[config.mk]
export PLATFORM = sky130hd
export DESIGN_NAME = rf_wb_arbiter
export DESIGN_NICKNAME = d
export VERILOG_FILES = /design/src/rtl/rf_pkg.sv /design/src/rtl/rf_wb_slot.sv /design/src/rtl/rf_wb_arbiter.sv
export SDC_FILE = /design/constraint.sdc
export NUM_CORES = 1
export LEC_CHECK = 0
export ABC_AREA = 0
export BUFFER_PORTS_ARGS = -buffer_cell sky130_fd_sc_hd__clkbuf_2
export CAP_MARGIN = 20
export CELL_PAD_IN_SITES_DETAIL_PLACEMENT = 1
export CELL_PAD_IN_SITES_GLOBAL_PLACEMENT = 2
export CORE_MARGIN = 2
export CORE_UTILIZATION = 30
export DETAILED_ROUTE_END_ITERATION = 16
export GPL_ROUTABILITY_DRIVEN = 0
export PLACE_DENSITY = 0.8
export REMOVE_ABC_BUFFERS = 1
export SYNTH_ARGS = -nofsm -noshare
export SYNTH_HDL_FRONTEND = slang
export SYNTH_SLANG_ARGS = --single-unit
export TNS_END_PERCENT = 20
[constraint.sdc]
create_clock -name clk -period 1.3 [get_ports clk]
set_input_delay 0.065 -clock clk [delete_from_list [all_inputs] [get_ports clk]]
set_output_delay 0.065 -clock clk [all_outputs]
set_load 0.05 [all_outputs]
[src/rtl/rf_pkg.sv]
// Shared definitions for the register-file write-back path.
// Holds the data/register widths, the requester index constants and the
// write-back entry type carried through the per-requester slots.
package rf_pkg;

  localparam int DATA_W   = 16;
  localparam int NUM_REGS = 16;
  localparam int REG_W    = 4;

  // Requester indices into grant / busy-clear bookkeeping
  localparam int REQ_ALU = 0;
  localparam int REQ_LD  = 1;

  // One buffered write-back: destination register and value
  typedef struct packed {
    logic [REG_W-1:0]  wreg;
    logic [DATA_W-1:0] data;
  } wb_entry_t;

  // One-hot decode of a register index
  function automatic logic [NUM_REGS-1:0] reg_mask(input logic [REG_W-1:0] r);
    logic [NUM_REGS-1:0] m;
    m    = '0;
    m[r] = 1'b1;
    return m;
  endfunction

endpackage

[src/rtl/rf_wb_slot.sv]
// One-entry valid/ready buffer for a single write-back requester.
// The slot accepts a new entry when it is empty or when it is being drained
// at the same edge, so an uncontended requester streams at one per cycle.
module rf_wb_slot
  import rf_pkg::*;
(
  input  logic      clk,
  input  logic      rst,
  input  logic      in_valid,
  output logic      in_ready,
  input  wb_entry_t in_entry,
  input  logic      drain,
  output logic      full,
  output wb_entry_t entry
);

  logic      full_q;
  wb_entry_t entry_q;

  // Ready depends only on slot state and the current grant, never on in_valid
  assign in_ready = !full_q || drain;
  assign full     = full_q;
  assign entry    = entry_q;

  // Load on handshake (refill wins over drain), otherwise empty when drained
  always_ff @(posedge clk or negedge rst) begin
    if (!rst) begin
      full_q  <= 1'b0;
      entry_q <= '0;
    end else if (in_valid && in_ready) begin
      full_q  <= 1'b1;
      entry_q <= in_entry;
    end else if (drain) begin
      full_q  <= 1'b0;
    end
  end

endmodule

[src/rtl/rf_wb_arbiter.sv]
// Write-back arbiter and busy scoreboard in front of the register file's
// single write port. Requester 0 is the ALU, requester 1 is the load unit.
//
// Handshake: a transfer on reqN happens at a rising edge where reqN_valid and
// reqN_ready are both high. reqN_ready never depends on reqN_valid; it is high
// when the slot is empty or the slot is granted this cycle. Once valid is
// raised the requester holds reg/data stable until the transfer.
//
// Build option RF_WB_RR_EN: when defined, two full slots are served
// round-robin via a 1-bit last-grant pointer; when undefined the load unit
// always wins a contended cycle and the pointer does not exist.
module rf_wb_arbiter
  import rf_pkg::*;
#(
  parameter int DATA_W   = rf_pkg::DATA_W,
  parameter int NUM_REGS = rf_pkg::NUM_REGS,
  parameter int REG_W    = rf_pkg::REG_W
) (
  input  logic                clk,
  input  logic                rst,
  input  logic                req0_valid,
  output logic                req0_ready,
  input  logic [REG_W-1:0]    req0_reg,
  input  logic [DATA_W-1:0]   req0_data,
  input  logic                req1_valid,
  output logic                req1_ready,
  input  logic [REG_W-1:0]    req1_reg,
  input  logic [DATA_W-1:0]   req1_data,
  input  logic                rsv_valid,
  input  logic [REG_W-1:0]    rsv_reg,
  output logic [NUM_REGS-1:0] busy,
  output logic                rf_we,
  output logic [REG_W-1:0]    rf_dst,
  output logic [DATA_W-1:0]   rf_data,
  output logic [1:0]          grant
);

  wb_entry_t in0, in1;
  wb_entry_t slot0_entry, slot1_entry;
  wb_entry_t sel_entry;
  logic      full0, full1;
  logic [1:0] grant_c;

  logic                rf_we_q;
  logic [REG_W-1:0]    rf_dst_q;
  logic [DATA_W-1:0]   rf_data_q;
  logic [NUM_REGS-1:0] busy_q, busy_d;

  assign in0 = '{wreg: req0_reg, data: req0_data};
  assign in1 = '{wreg: req1_reg, data: req1_data};

  rf_wb_slot u_slot_alu (
    .clk      (clk),
    .rst      (rst),
    .in_valid (req0_valid),
    .in_ready (req0_ready),
    .in_entry (in0),
    .drain    (grant_c[REQ_ALU]),
    .full     (full0),
    .entry    (slot0_entry)
  );

  rf_wb_slot u_slot_ld (
    .clk      (clk),
    .rst      (rst),
    .in_valid (req1_valid),
    .in_ready (req1_ready),
    .in_entry (in1),
    .drain    (grant_c[REQ_LD]),
    .full     (full1),
    .entry    (slot1_entry)
  );

`ifdef RF_WB_RR_EN
  // High when the load unit received the most recent grant
  logic last_ld_q;

  // Round-robin: a contended cycle goes to the requester not granted last
  always_comb begin
    grant_c = 2'b00;
    if (full0 && full1) begin
      if (last_ld_q) grant_c[REQ_ALU] = 1'b1;
      else           grant_c[REQ_LD]  = 1'b1;
    end else if (full0) begin
      grant_c[REQ_ALU] = 1'b1;
    end else if (full1) begin
      grant_c[REQ_LD] = 1'b1;
    end
  end

  // Pointer moves only on a grant; reset value makes the ALU win first
  always_ff @(posedge clk or negedge rst) begin
    if (!rst) begin
      last_ld_q <= 1'b1;
    end else if (grant_c != 2'b00) begin
      last_ld_q <= grant_c[REQ_LD];
    end
  end
`else
  // Fixed priority: the load unit wins whenever its slot is full
  always_comb begin
    grant_c = 2'b00;
    if (full1) begin
      grant_c[REQ_LD] = 1'b1;
    end else if (full0) begin
      grant_c[REQ_ALU] = 1'b1;
    end
  end
`endif

  assign grant     = grant_c;
  assign sel_entry = grant_c[REQ_LD] ? slot1_entry : slot0_entry;

  // Output register: the granted entry is presented to the register file
  // next cycle; R0 targets update dst/data but never raise the write enable
  always_ff @(posedge clk or negedge rst) begin
    if (!rst) begin
      rf_we_q   <= 1'b0;
      rf_dst_q  <= '0;
      rf_data_q <= '0;
    end else if (grant_c != 2'b00) begin
      rf_we_q   <= (sel_entry.wreg != '0);
      rf_dst_q  <= sel_entry.wreg;
      rf_data_q <= sel_entry.data;
    end else begin
      rf_we_q   <= 1'b0;
    end
  end

  // Busy next state: clear on the write the register file captures, then
  // apply a new reservation so a same-register set overrides the clear
  always_comb begin
    busy_d = busy_q;
    if (rf_we_q) begin
      busy_d = busy_d & ~reg_mask(rf_dst_q);
    end
    if (rsv_valid && (rsv_reg != '0)) begin
      busy_d = busy_d | reg_mask(rsv_reg);
    end
    busy_d[0] = 1'b0;
  end

  // Scoreboard register
  always_ff @(posedge clk or negedge rst) begin
    if (!rst) begin
      busy_q <= '0;
    end else begin
      busy_q <= busy_d;
    end
  end

  assign rf_we   = rf_we_q;
  assign rf_dst  = rf_dst_q;
  assign rf_data = rf_data_q;
  assign busy    = busy_q;

endmodule
# Word-level counts from Yosys, hierarchy flattened
# Index checks and enable logic that the tools add are counted.
dict set report word_totals {
  output_inout_bits 41
  reg_bits 78
  word_cells 46
  input_bits 49
}
dict set report op_classes {
  magnitude_cmp 4
  reduce_logical 14
  muxes 15
  bitwise 3
}
# cell n
set ops {}
lappend ops {{16-bit two-way mux} 2}
lappend ops {{20-bit two-way mux} 1}
lappend ops {{16-bit bitwise AND} 1}
lappend ops {{16-bit inverter} 1}
lappend ops {{16-bit bitwise OR} 1}
lappend ops {{4-bit by 5-bit < comparator with 1-bit output, second input constant} 2}
lappend ops {{1-bit two-way mux} 10}
lappend ops {{1-bit demux with 4-bit select} 2}
lappend ops {{4-bit by 1-bit greater-or-equal comparator with 1-bit output, second input constant} 2}
lappend ops {{4-bit nonzero test} 2}
lappend ops {{2-bit nonzero test} 3}
lappend ops {{1-bit logical AND} 5}
lappend ops {{1-bit logical NOT} 2}
lappend ops {{1-bit logical OR} 2}

# Longest topological paths before layout
# Gate-level depths: netlist of run 1.
dict set report depth {
  ltp_word 9
  depth_mapped 5
  ltp_nobuf 3
}

# Hierarchy
# From an unflattened synthesis of run 1, not the netlist that was laid out.
dict set report hier_totals {
  cells_unflattened 248
  area_unflattened_um2 3418.3
}
# mod cells_per_inst n_inst seq_area_each_um2 area_each_um2
set by_module_without_submodules {}
lappend by_module_without_submodules {rf_wb_slot 46 2 525.5 898.4}
lappend by_module_without_submodules {rf_wb_arbiter 156 1 900.9 1621.6}

# Least setup slack after synthesis of run 1
# OpenSTA, ideal clock, no wires.
dict set report synth_timing {
  path_kind {flip-flop to flip-flop}
  from {reg rf_we_q, in the netlist rf_we}
  to {reg busy_q[3], in the netlist busy[3]}
  stages_incl_launch_ff 4
  setup_time_ps 129
  n_path_buf 0
  period_less_slack_ps 1496
  setup_slack_ps -196
  t_arrival_ps 1367
  required_ps 1171
  cell_sequence {dfrtp_1 > or3b_2 > o21ai_0 > o21ai_0}
}
dict set report synth_via {
  elab_chain_len 3
}
# element line
set synth_rtl {}
lappend synth_rtl {{start: declaration} rf_wb_arbiter.sv:44} ;# logic rf_we_q;
lappend synth_rtl {{start signal: assignment} rf_wb_arbiter.sv:122} ;# rf_we_q <= (sel_entry.wreg != '0);
lappend synth_rtl {{16-bit two-way mux *} rf_wb_arbiter.sv:134} ;# if (rf_we_q) begin
lappend synth_rtl {{16-bit bitwise OR} rf_wb_arbiter.sv:138} ;# busy_d = busy_d | reg_mask(rsv_reg);
lappend synth_rtl {{16-bit two-way mux *} rf_wb_arbiter.sv:137} ;# if (rsv_valid && (rsv_reg != '0)) begin
lappend synth_rtl {{net busy_d[3]} rf_wb_arbiter.sv:47} ;# logic [NUM_REGS-1:0] busy_q, busy_d;
lappend synth_rtl {{end signal: assignment} rf_wb_arbiter.sv:148} ;# busy_q <= busy_d;
lappend synth_rtl {{end: declaration} rf_wb_arbiter.sv:47}
# Mark *: on every way through the listed nets, which the timed path passes. The rest lies on a longest branch.
# A chain may end at the register's enable or synchronous reset.

# Worst setup path in the final report of run 1
dict set report layout_timing {
  from {reg u_slot_ld.full_q, in the netlist u_slot_ld.full}
  to {reg u_slot_alu.entry_q, in the netlist u_slot_alu.entry[17]}
}
dict set report layout_via {
  elab_chain_len 3
}
# element line
set layout_rtl {}
lappend layout_rtl {{start: declaration} rf_wb_slot.sv:17} ;# logic full_q;
lappend layout_rtl {{start signal: assignment} rf_wb_slot.sv:28} ;# full_q <= 1'b0;
lappend layout_rtl {{start signal: assignment} rf_wb_slot.sv:31} ;# full_q <= 1'b1;
lappend layout_rtl {{start signal: assignment} rf_wb_slot.sv:34} ;# full_q <= 1'b0;
lappend layout_rtl {{1-bit two-way mux} rf_wb_arbiter.sv:103} ;# if (full1) begin
lappend layout_rtl {{1-bit logical OR} rf_wb_slot.sv:21} ;# assign in_ready = !full_q || drain;
lappend layout_rtl {{1-bit logical AND} rf_wb_slot.sv:30} ;# end else if (in_valid && in_ready) begin
lappend layout_rtl {{end signal: assignment} rf_wb_slot.sv:32} ;# entry_q <= in_entry;
lappend layout_rtl {{end: declaration} rf_wb_slot.sv:18} ;# wb_entry_t entry_q;
# No other way between the ends.

==> results of run 1 <==
==> power groups by stage <==
stage | sequential [W] | combinational (W) | clock [W]
after floorplan | 0.00426 | 0.000577 | 0
after global placement | 0.00320 | 0.00234 | 0
after detailed placement | 0.00322 | 0.00241 | 0
after CTS | 0.00318 | 0.00257 | 0.00188
after global routing | 0.00325 | 0.00273 | 0.00200
final | 0.00318 | 0.00256 | 0.00185
==> cells in the final DEF (no fill, tap or decap), drive strengths merged <==
master / Yosys / final
bufbuf: 0 / 1
or3b: 2 / 2
and2: 1 / 1
o41ai: 2 / 2
dfrtp: 78 / 78
conb: 2 / 2
mux2i: 20 / 20
or2: 2 / 2
mux2: 40 / 40
clkinvlp: 0 / 1
dlygate4sd3: 0 / 42
buf: 12 / 22
bufinv: 0 / 1
nand3: 2 / 2
clkbuf: 5 / 94
nand2b: 5 / 5
nor2b: 1 / 1
nand3b: 4 / 4
clkinv: 0 / 4
nand2: 23 / 23
o21ai: 51 / 51
==> Yosys cell counts (4+ instances only) <==
master and instances:
mux2i_1 20, buf_4 8, o21ai_0 51, nand2_1 22
mux2_4 20, mux2_2 20, nand3b_1 4, clkbuf_1 5
nand2b_1 5, dfrtp_1 78
==> logic make-up after synthesis <==
| logic type | count (synthesis) | share of synthesized area |
|---|---|---|
| AOI/OAI and AO/OA | 53 | 0.0832 |
| and+or+nand+nor | 40 | 0.0641 |
| DFF | 78 | 0.595 |
| other | 2 | 0.00229 |
| muxes | 60 | 0.221 |
| buffers and inverters | 17 | 0.0340 |
==> path summary, 6_finish.rpt <==
kind / startpoint / to / slack (ns) / cells past startpoint
worst max-delay path: u_slot_ld.full$_DFFE_PN0P_ / u_slot_alu.entry[17]$_DFFE_PN0P_ / -0.01 / 4
worst min-delay path: req1_valid / u_slot_ld.full$_DFFE_PN0P_ / 0.03 / 2
worst max register to register: u_slot_ld.full$_DFFE_PN0P_ / u_slot_alu.entry[17]$_DFFE_PN0P_ / -0.01 / 4
worst min register to register: u_slot_ld.entry[9]$_DFFE_PN0P_ / rf_data[9]$_DFFE_PN0P_ / 0.50 / 2
max in group asynchronous: rst / busy[5]$_DFF_PN0_ / 0.57 / 3
min in group asynchronous: rst / busy[9]$_DFF_PN0_ / 0.18 / 2
==> state kept, by name, summed over array words and instances (netlist names) <==
signal	cells
rf_data	16
rf_dst	4
u_slot_alu.full	1
busy	15
u_slot_ld.full	1
rf_we	1
u_slot_alu.entry	20
u_slot_ld.entry	20
==> stage by stage <==
stage / instances / TNS, ns / area (um^2)
finish: 538 / -0.0636 / 4700
global route: 538 / -0.602 / 4700
CTS: 539 / 0 / 4710
detailed placement: 474 / 0 / 3950
global placement: 474 / 0 / 3950
floorplan: 233 / -27.34 / 3170
==> area by class of cell <==
| type | count | area, um^2 |
|---|---|---|
| Multi-Input combinational cell | 155 | 1230 |
| Fill cell | 1190 | 6050 |
| Sequential cell | 78 | 1950 |
| Clock buffer | 10 | 138 |
| Clock inverter | 6 | 61.3 |
| Tap cell | 140 | 175 |
| Timing Repair Buffer | 149 | 1140 |
==> routing by layer <==
metal	part of all wire	vias to the layer above
li1	-	1150
met1	0.43	1246
met2	0.52	64
met3	0.041	6
met4	0.0046	0
met5	0	-
==> repair_timing <==
item                                   in CTS  in global routing
buffers inserted                            5                  0
hold buffers                               42                  0
resized for setup                           8                 11
pin swaps                                   0                  1
setup endpoints to repair                   3                 41
gates cloned                                2                  0
endpoints found under the hold margin      93                  0
==> impl_metrics.csv, run 1 <==
group,metric,value,unit
timing,period_minus_slack,1.31,ns
cells_and_area,drive_gt1_frac,0.435,
pwr,leakage,2.25,nW
pwr,clkPwrFrac,0.244,
synthesis,yosysWarningCount,0,
grt,first_global_vias,2820,
timing,rsz0062_at_grt,"yes",
job,max_cap_violations,0,
cts,cts_max_level,3,
synthesis,syn-instance-count,250,
cells_and_area,fin_util,0.437,
synthesis,async_flop_share,1.00,
place,pre_cts_slack,0.00562,ns
worst_setup_path,max_stage_delay,0.47,ns
detailed_routing,initialDrtViolationCount,83,
worst_setup_path,cp-start-kind,"register",
worst_setup_path,crit_arrival,1.53,ns
timing,finalClockSkew,0.0138,ns
synthesis,synth.area.top_cells,"dfrtp_1 60%, mux2_4 9.2%, o21ai_0 7.8%",
pwr,p_int,0.00465,W
pwr,pwr-share-seq,0.419,
grt,overflow,0,
worst_setup_path,path_max_fanout,11,
floorplan,io_pins,90,
hold_path,hp-class,"primary input to register",
timing,report.final.slew_viol_count,0,
synthesis,synth_edf_count,0,
timing,timing.hold.ws,0.0313,ns
synthesis,synth_seq_cells,78,
worst_setup_path,crit_family,"flip-flops",
cts,clkLatencyLatePin,0.34,ns
grt,grtUsageTotal,0.166,
cts,cts_root_buf,"clkbuf_8",
detailed_routing,dr.pass1.iters,4,
synthesis,ys_types,20,
synthesis,synthFlopType,"dfrtp_1",
pwr,switchingPower,0.00294,W
cells_and_area,nNetsFinal,442,
timing,final.period_utilization,1.01,
place,numPortBuffers,87,
cts,clkTransAtPathRegs,0.09,ns
floorplan,die_area,11800,um^2
grt,grt_pass1_wl,14.9,mm
worst_setup_path,slowest_stage,"dfrtp_2",
pwr,peakVddDrop,0.928,mV
floorplan,core,10700,um^2
floorplan,die_w,109,um
cts,cts_buffer_depth,2,
grt,met3_usage,0.0362,
worst_setup_path,worstSetupEndpointType,"register",
grt,antenna_found_initial,0,
synthesis,synth_area,3280,um^2
pwr,switching_share,0.387,
detailed_routing,routedWlPerCell,16.9,um
worst_setup_path,critPathKind,"register to register",
cells_and_area,antenna_cells,0,
timing,finalSetupViolations,9,
cts,numCtsBuffers,9,
worst_setup_path,worstPathRequired,1.52,ns
synthesis,yosys.area.top_type_share,0.595,
floorplan,start_util,0.305,
grt,gr-usage-met2,0.298,
synthesis,yosys.area.top_type,"dfrtp_1",
cts,cts_tree,"done",
grt,grt_max_degree,29,
timing,hold_viol_final,0,
detailed_routing,drc_errors,0,
grt,gr-usage-met1,0.205,
floorplan,die_y,109,um
worst_setup_path,path_cells,"nand2_4 > and2_4 > buf_12 > mux2_4",
pwr,power,0.00758,W
timing,fmax,0.761,GHz
cts,cts.sinks,78,
detailed_routing,vias,2466,
floorplan,row_count,38,
detailed_routing,post_drt_via_cell_ratio,4.58,
synthesis,yosysSeqAreaShare,0.595,
grt,top_usage_layer,"met2",
pwr,powerDensity,1610,nW/um^2
worst_setup_path,cp.buffers_inverters,1,
detailed_routing,antenna_left,0,
detailed_routing,drt-total-wl,9.12,mm
place,dpl.hpwl,5.83,mm
cells_and_area,syn2layout_area_growth,43.3,%
pwr,p_comb_frac,0.337,
synthesis,syn_area_per_cell,13.1,um^2
timing,setup_ws,-0.0146,ns
outcome,status,"finished, violations left",
outcome,violations,"setup timing",
(Power assumes the default switching activity.)
==> run 2, diff against run 1 <==
- SKIP_LAST_GASP: default -> 1
==> run 2 against run 1 <==
Effect of this change: the flow still finishes with violations (setup timing); combinational power about the same; via count is 0.16% higher; final area about the same; power is 0.20% lower; setup slack lost 0.0012 ns; maximum frequency barely moved; critical path depth unchanged; global-route usage is the same; flip-flop and latch count unchanged; non-clock buffer count is the same; utilization hardly changed; sequential share of layout area about the same.
==> impl_metrics.csv, run 2 (synthesized netlist as in run 1, its figures left out) <==
group,metric,value,unit
worst_setup_path,reg2regPathDepth,4,
worst_setup_path,worstPathRequired,1.52,ns
grt,grt_max_degree,29,
pwr,leakage,2.25,nW
worst_setup_path,crit_path_end,"u_slot_alu.entry[17]$_DFFE_PN0P_",
grt,grt_pass1_wl,14.9,mm
detailed_routing,antenna_left,0,
job,max_cap_violations,0,
worst_setup_path,critPathKind,"register to register",
floorplan,start_util,0.305,
grt,grtUsageTotal,0.166,
place,postPlaceCellArea,3950,um^2
pwr,powerDensity,1610,nW/um^2
cells_and_area,drive_gt1_frac,0.432,
cts,clkTransAtPathRegs,0.09,ns
timing,final.period_utilization,1.01,
place,dpl.hpwl,5.83,mm
worst_setup_path,cp-start-kind,"register",
timing,fmax,0.760,GHz
timing,report.final.slew_viol_count,0,
cells_and_area,stdcell_area,4690,um^2
cells_and_area,final_common_cell,"clkbuf_2",
floorplan,die_w,109,um
cts,cts.sinks,78,
detailed_routing,vias,2470,
cts,clkLatencyLatePin,0.34,ns
place,numPortBuffers,87,
grt,antenna_found_initial,0,
detailed_routing,post_drt_via_cell_ratio,4.59,
cts,cts_root_buf,"clkbuf_8",
worst_setup_path,reg2reg_setup_slack,-0.02,ns
timing,hold_viol_final,0,
timing,finalSetupViolations,11,
worst_setup_path,crit_arrival,1.53,ns
hold_path,hp-class,"primary input to register",
outcome,violations,"setup timing",
detailed_routing,initialDrtViolationCount,87,
detailed_routing,routedWlPerCell,17.0,um
floorplan,die_y,109,um
cells_and_area,nNetsFinal,442,
cts,numCtsBuffers,9,
worst_setup_path,worstSetupEndpointType,"register",
floorplan,core,10700,um^2
cells_and_area,fin_util,0.437,
worst_setup_path,cp-startpoint,"u_slot_ld.full$_DFFE_PN0P_",
floorplan,io_pins,90,
worst_setup_path,path_max_fanout,11,
cts,cts_tree,"done",
timing,setup_ws,-0.0158,ns
cts,cts_buffer_depth,2,
worst_setup_path,reg2reg_to,"u_slot_alu.entry[17]$_DFFE_PN0P_",
timing,rsz0062_at_grt,"yes",
timing,period_minus_slack,1.32,ns
grt,first_global_vias,2820,
pwr,peakVddDrop,0.928,mV
cts,cts_max_level,3,
cells_and_area,syn2layout_area_growth,43.2,%
detailed_routing,dr.pass1.iters,4,
worst_setup_path,rr_startpoint,"u_slot_ld.full$_DFFE_PN0P_",
outcome,status,"finished, violations left",
cells_and_area,layout_common_cells,"84 x clkbuf_2, 77 x dfrtp_1, 46 x o21ai_0",
timing,finalClockSkew,0.0123,ns
detailed_routing,drc_errors,0,
cells_and_area,antenna_cells,0,
detailed_routing,drt-total-wl,9.13,mm
grt,overflow,0,
floorplan,row_count,38,
floorplan,die_area,11800,um^2
==> run 2: worst min-delay path by stage <==
stage	cells past startpoint	slack, ns	endpoint	from
floorplan	0	-0.23	busy[10]$_DFF_PN0_	rst
global placement	1	0.006	busy[9]$_DFF_PN0_	rst
detailed placement	1	0.01	busy[9]$_DFF_PN0_	rst
CTS	2	0.03	u_slot_ld.full$_DFFE_PN0P_	req1_valid
global route	2	0.02	u_slot_ld.full$_DFFE_PN0P_	req1_valid
finish	2	0.03	u_slot_ld.full$_DFFE_PN0P_	req1_valid
==> run 2: where the power goes <==
group	switching (W)	internal [W]
Clock	0.000906	0.000934
Sequential	0.000290	0.00289
Combinational	0.00173	0.000821
==> run 2: cell type report <==
class	count	area, um^2
clock buffer	10	138
clock inverter	6	61.3
fill	1190	6050
multi-input combinational	155	1230
sequential	78	1950
tap	140	175
timing repair buffer	149	1140
==> run 2: per-layer routing <==
metal | GRT usage | vias to the layer above | share of wire
met2 | 0.298 | 64 | 0.52
met1 | 0.205 | 1247 | 0.43
met3 | 0.0362 | 6 | 0.040
met4 | 0.0302 | 0 | 0.0064
met5 | 0 | - | 0
li1 | - | 1153 | -
==> run 2: what timing repair did <==
action | CTS | global route
cloned | 2 | 0
setup buffers | 5 | 0
hold endpoints to repair | 93 | 0
gates resized for setup | 7 | 10
hold buffers | 42 | 0
setup endpoints to repair | 3 | 41
pin swaps | 0 | 0
==> run 2: critical path, stage by stage (launching register included) <==
cell and delay (ns):
dfrtp_2 0.47, nand2_4 0.09, and2_4 0.17, buf_12 0.15, mux2_4 0.30
==> run 2: metrics by stage <==
stage	TNS [ns]	std cells	hold slack, ns	power (W)	setup WS (ns)
final	-0.0993	538	0.0325	0.00757	-0.0158
after global routing	-0.700	538	0.0228	0.00797	-0.0445
after CTS	-0.00885	539	0.0287	0.00763	-0.00885
after detailed placement	0	474	0.0125	0.00563	0.00562
after global placement	0	474	0.00626	0.00554	0.0945
after floorplan	-27.34	233	-0.231	0.00484	-1.01
==> run 3, diff against run 2 <==
- CORE_UTILIZATION: 30 -> 31
- PLACE_DENSITY: 0.8 -> 0.82
- RECOVER_POWER: default -> 25
==> run 3 against run 2 <==
Effect of this change: the run still ends with setup timing left; setup slack gained 0.010 ns; global-route usage shrank 0.48 points; via count grew 1.2%; critical path depth shrank 1; clock power shrank 7%; combinational power is essentially flat; utilization grew 1.8 points; sequential power is essentially flat; power shrank 1.9%; worst hold slack gained 0.00085 ns; flip-flop and latch count is the same; critical endpoint is now grant[0]; largest cell class unchanged.
==> impl_metrics.csv, run 3 (synthesized netlist as in run 1, its figures left out) <==
group,metric,value,unit
timing,final.setup.tns,-0.00568,ns
cts,cts.sinks,78,
cells_and_area,layout_common_cells,"85 x clkbuf_2, 77 x dfrtp_1, 50 x o21ai_0",
worst_setup_path,cp-start-kind,"register",
cells_and_area,antenna_cells,0,
outcome,violations,"setup timing",
grt,grt_max_degree,34,
timing,finalSetupViolations,1,
cts,cts_buffer_depth,2,
grt,first_global_vias,2769,
timing,finalClockSkew,0.0113,ns
cts,numCtsBuffers,9,
cells_and_area,drive_gt1_frac,0.424,
hold_path,hp-class,"primary input to register",
detailed_routing,drc_errors,0,
worst_setup_path,worstSetupEndpointType,"primary output",
job,max_cap_violations,0,
timing,rsz0062_at_grt,"yes",
worst_setup_path,worstPathRequired,1.24,ns
timing,period_minus_slack,1.31,ns
detailed_routing,drt-total-wl,8.67,mm
detailed_routing,antenna_left,0,
grt,grtUsageTotal,0.161,
place,dpl.hpwl,5.81,mm
detailed_routing,routedWlPerCell,16.2,um
cells_and_area,fillers,1115,
detailed_routing,dr.pass1.iters,4,
pwr,powerDensity,1590,nW/um^2
floorplan,die_area,11400,um^2
floorplan,io_pins,90,
cts,cts_tree,"done",
pwr,peakVddDrop,1.08,mV
timing,max_slew_margin,0.643,
cells_and_area,stdcell_area,4670,um^2
cts,clkTransAtPathRegs,0.08,ns
floorplan,row_count,37,
worst_setup_path,crit_arrival,1.24,ns
outcome,status,"finished, violations left",
cts,cts_max_level,3,
detailed_routing,vias,2500,
worst_setup_path,cp.buffers_inverters,2,
detailed_routing,post_drt_via_cell_ratio,4.67,
grt,overflow,0,
place,pre_cts_slack,0.00503,ns
place,numPortBuffers,87,
timing,fmax,0.766,GHz
worst_setup_path,max_stage_delay,0.45,ns
grt,grt_pass1_wl,14.2,mm
pwr,leakage,2.24,nW
cells_and_area,final_common_cell,"clkbuf_2",
detailed_routing,initialDrtViolationCount,62,
grt,antenna_found_initial,0,
worst_setup_path,cp-startpoint,"u_slot_ld.full$_DFFE_PN0P_",
worst_setup_path,rr_startpoint,"rf_dst[3]$_DFFE_PN0P_",
cells_and_area,fin_cells,535,
timing,report.final.slew_viol_count,0,
timing,hold_viol_final,0,
place,postPlaceCellArea,3970,um^2
worst_setup_path,crit_family,"flip-flops",
worst_setup_path,path_cells,"buf_12 > nor2b_4 > buf_8",
timing,tightest_slew,0.536,ns
floorplan,die_w,107,um
cells_and_area,fin_util,0.455,
worst_setup_path,path_max_fanout,3,
hold_path,hp-start,"req1_valid",
cts,cts_root_buf,"clkbuf_8",
floorplan,start_util,0.319,
worst_setup_path,slowest_stage,"dfrtp_2",
cells_and_area,nNetsFinal,445,
place,dpl.cell_count,471,
cts,clkLatencyLatePin,0.34,ns
floorplan,core,10300,um^2
timing,setup_ws,-0.00568,ns
timing,final.period_utilization,1.00,
floorplan,die_y,107,um
worst_setup_path,critPathKind,"register to primary output",
cells_and_area,syn2layout_area_growth,42.5,%
-- run 3: cell types whose count changed in the layout (fill, tap and decap cells not counted) --
cell        before  now
buf_4           12   14
buf_6            2    1
clkbuf_1         0    3
clkbuf_2        84   85
clkbuf_4         0    1
clkbuf_8        10    9
clkinv_2         3    1
clkinv_4         1    0
clkinvlp_4       1    0
nand2_1         21   22
nand2_2          1    0
o21ai_0         46   50
o21ai_1          5    1
-- run 3: what timing repair did --
action                                  in CTS  in global routing
hold buffers                                42                  0
resized for setup                            9                  2
buffers inserted                             7                  0
endpoints found under the setup margin       3                 13
cloned                                       1                  0
pin swaps                                    0                  0
endpoints found under the hold margin      119                  0
-- run 3: area by class of cell --
class / instances / area (um^2) / share of cell area
Multi-Input combinational cell: 155 / 1220 / 0.262
Sequential cell: 78 / 1950 / 0.418
Timing Repair Buffer: 152 / 1160 / 0.248
Tap cell: 136 / 170 / 0.0364
Clock buffer: 12 / 135 / 0.0289
Clock inverter: 2 / 35.0 / 0.00749
-- run 3: power by group --
part | switching, W | internal, W | leakage [nW] | total (W)
Sequential | 0.000290 | 0.00289 | 0.913 | 0.00318
Combinational | 0.00172 | 0.000827 | 1.24 | 0.00254
Clock | 0.000839 | 0.000867 | 0.0863 | 0.00171
Total | 0.00285 | 0.00458 | 2.24 | 0.00743
-- run 3: per-stage QoR --
| step | power, W | hold WS [ns] |
|---|---|---|
| after floorplan | 0.00484 | -0.231 |
| after global placement | 0.00556 | -0.0284 |
| after detailed placement | 0.00564 | -0.0256 |
| after CTS | 0.00750 | 0.0244 |
| after global routing | 0.00780 | 0.0360 |
| final | 0.00743 | 0.0333 |
-- run 3: worst paths after layout --
| kind | slack [ns] | to | cells after the start |
|---|---|---|---|
| worst max-delay path | -0.006 | grant[0] | 3 |
| worst min-delay path | 0.03 | u_slot_ld.full$_DFFE_PN0P_ | 2 |
| worst max register to register | 0.02 | busy[2]$_DFF_PN0_ | 3 |
| worst min register to register | 0.49 | rf_data[7]$_DFFE_PN0P_ | 2 |
| max in group asynchronous | 0.24 | u_slot_alu.entry[14]$_DFFE_PN0P_ | 3 |
| min in group asynchronous | 0.23 | busy[13]$_DFF_PN0_ | 2 |
-- run 3: per-layer routing --
| metal | share of wire | global-route usage | vias up |
|---|---|---|---|
| met2 | 0.49 | 0.285 | 73 |
| li1 | - | - | 1157 |
| met4 | 0.011 | 0.0427 | 0 |
| met1 | 0.44 | 0.199 | 1260 |
| met3 | 0.053 | 0.0334 | 10 |
| met5 | 0 | 0 | - |
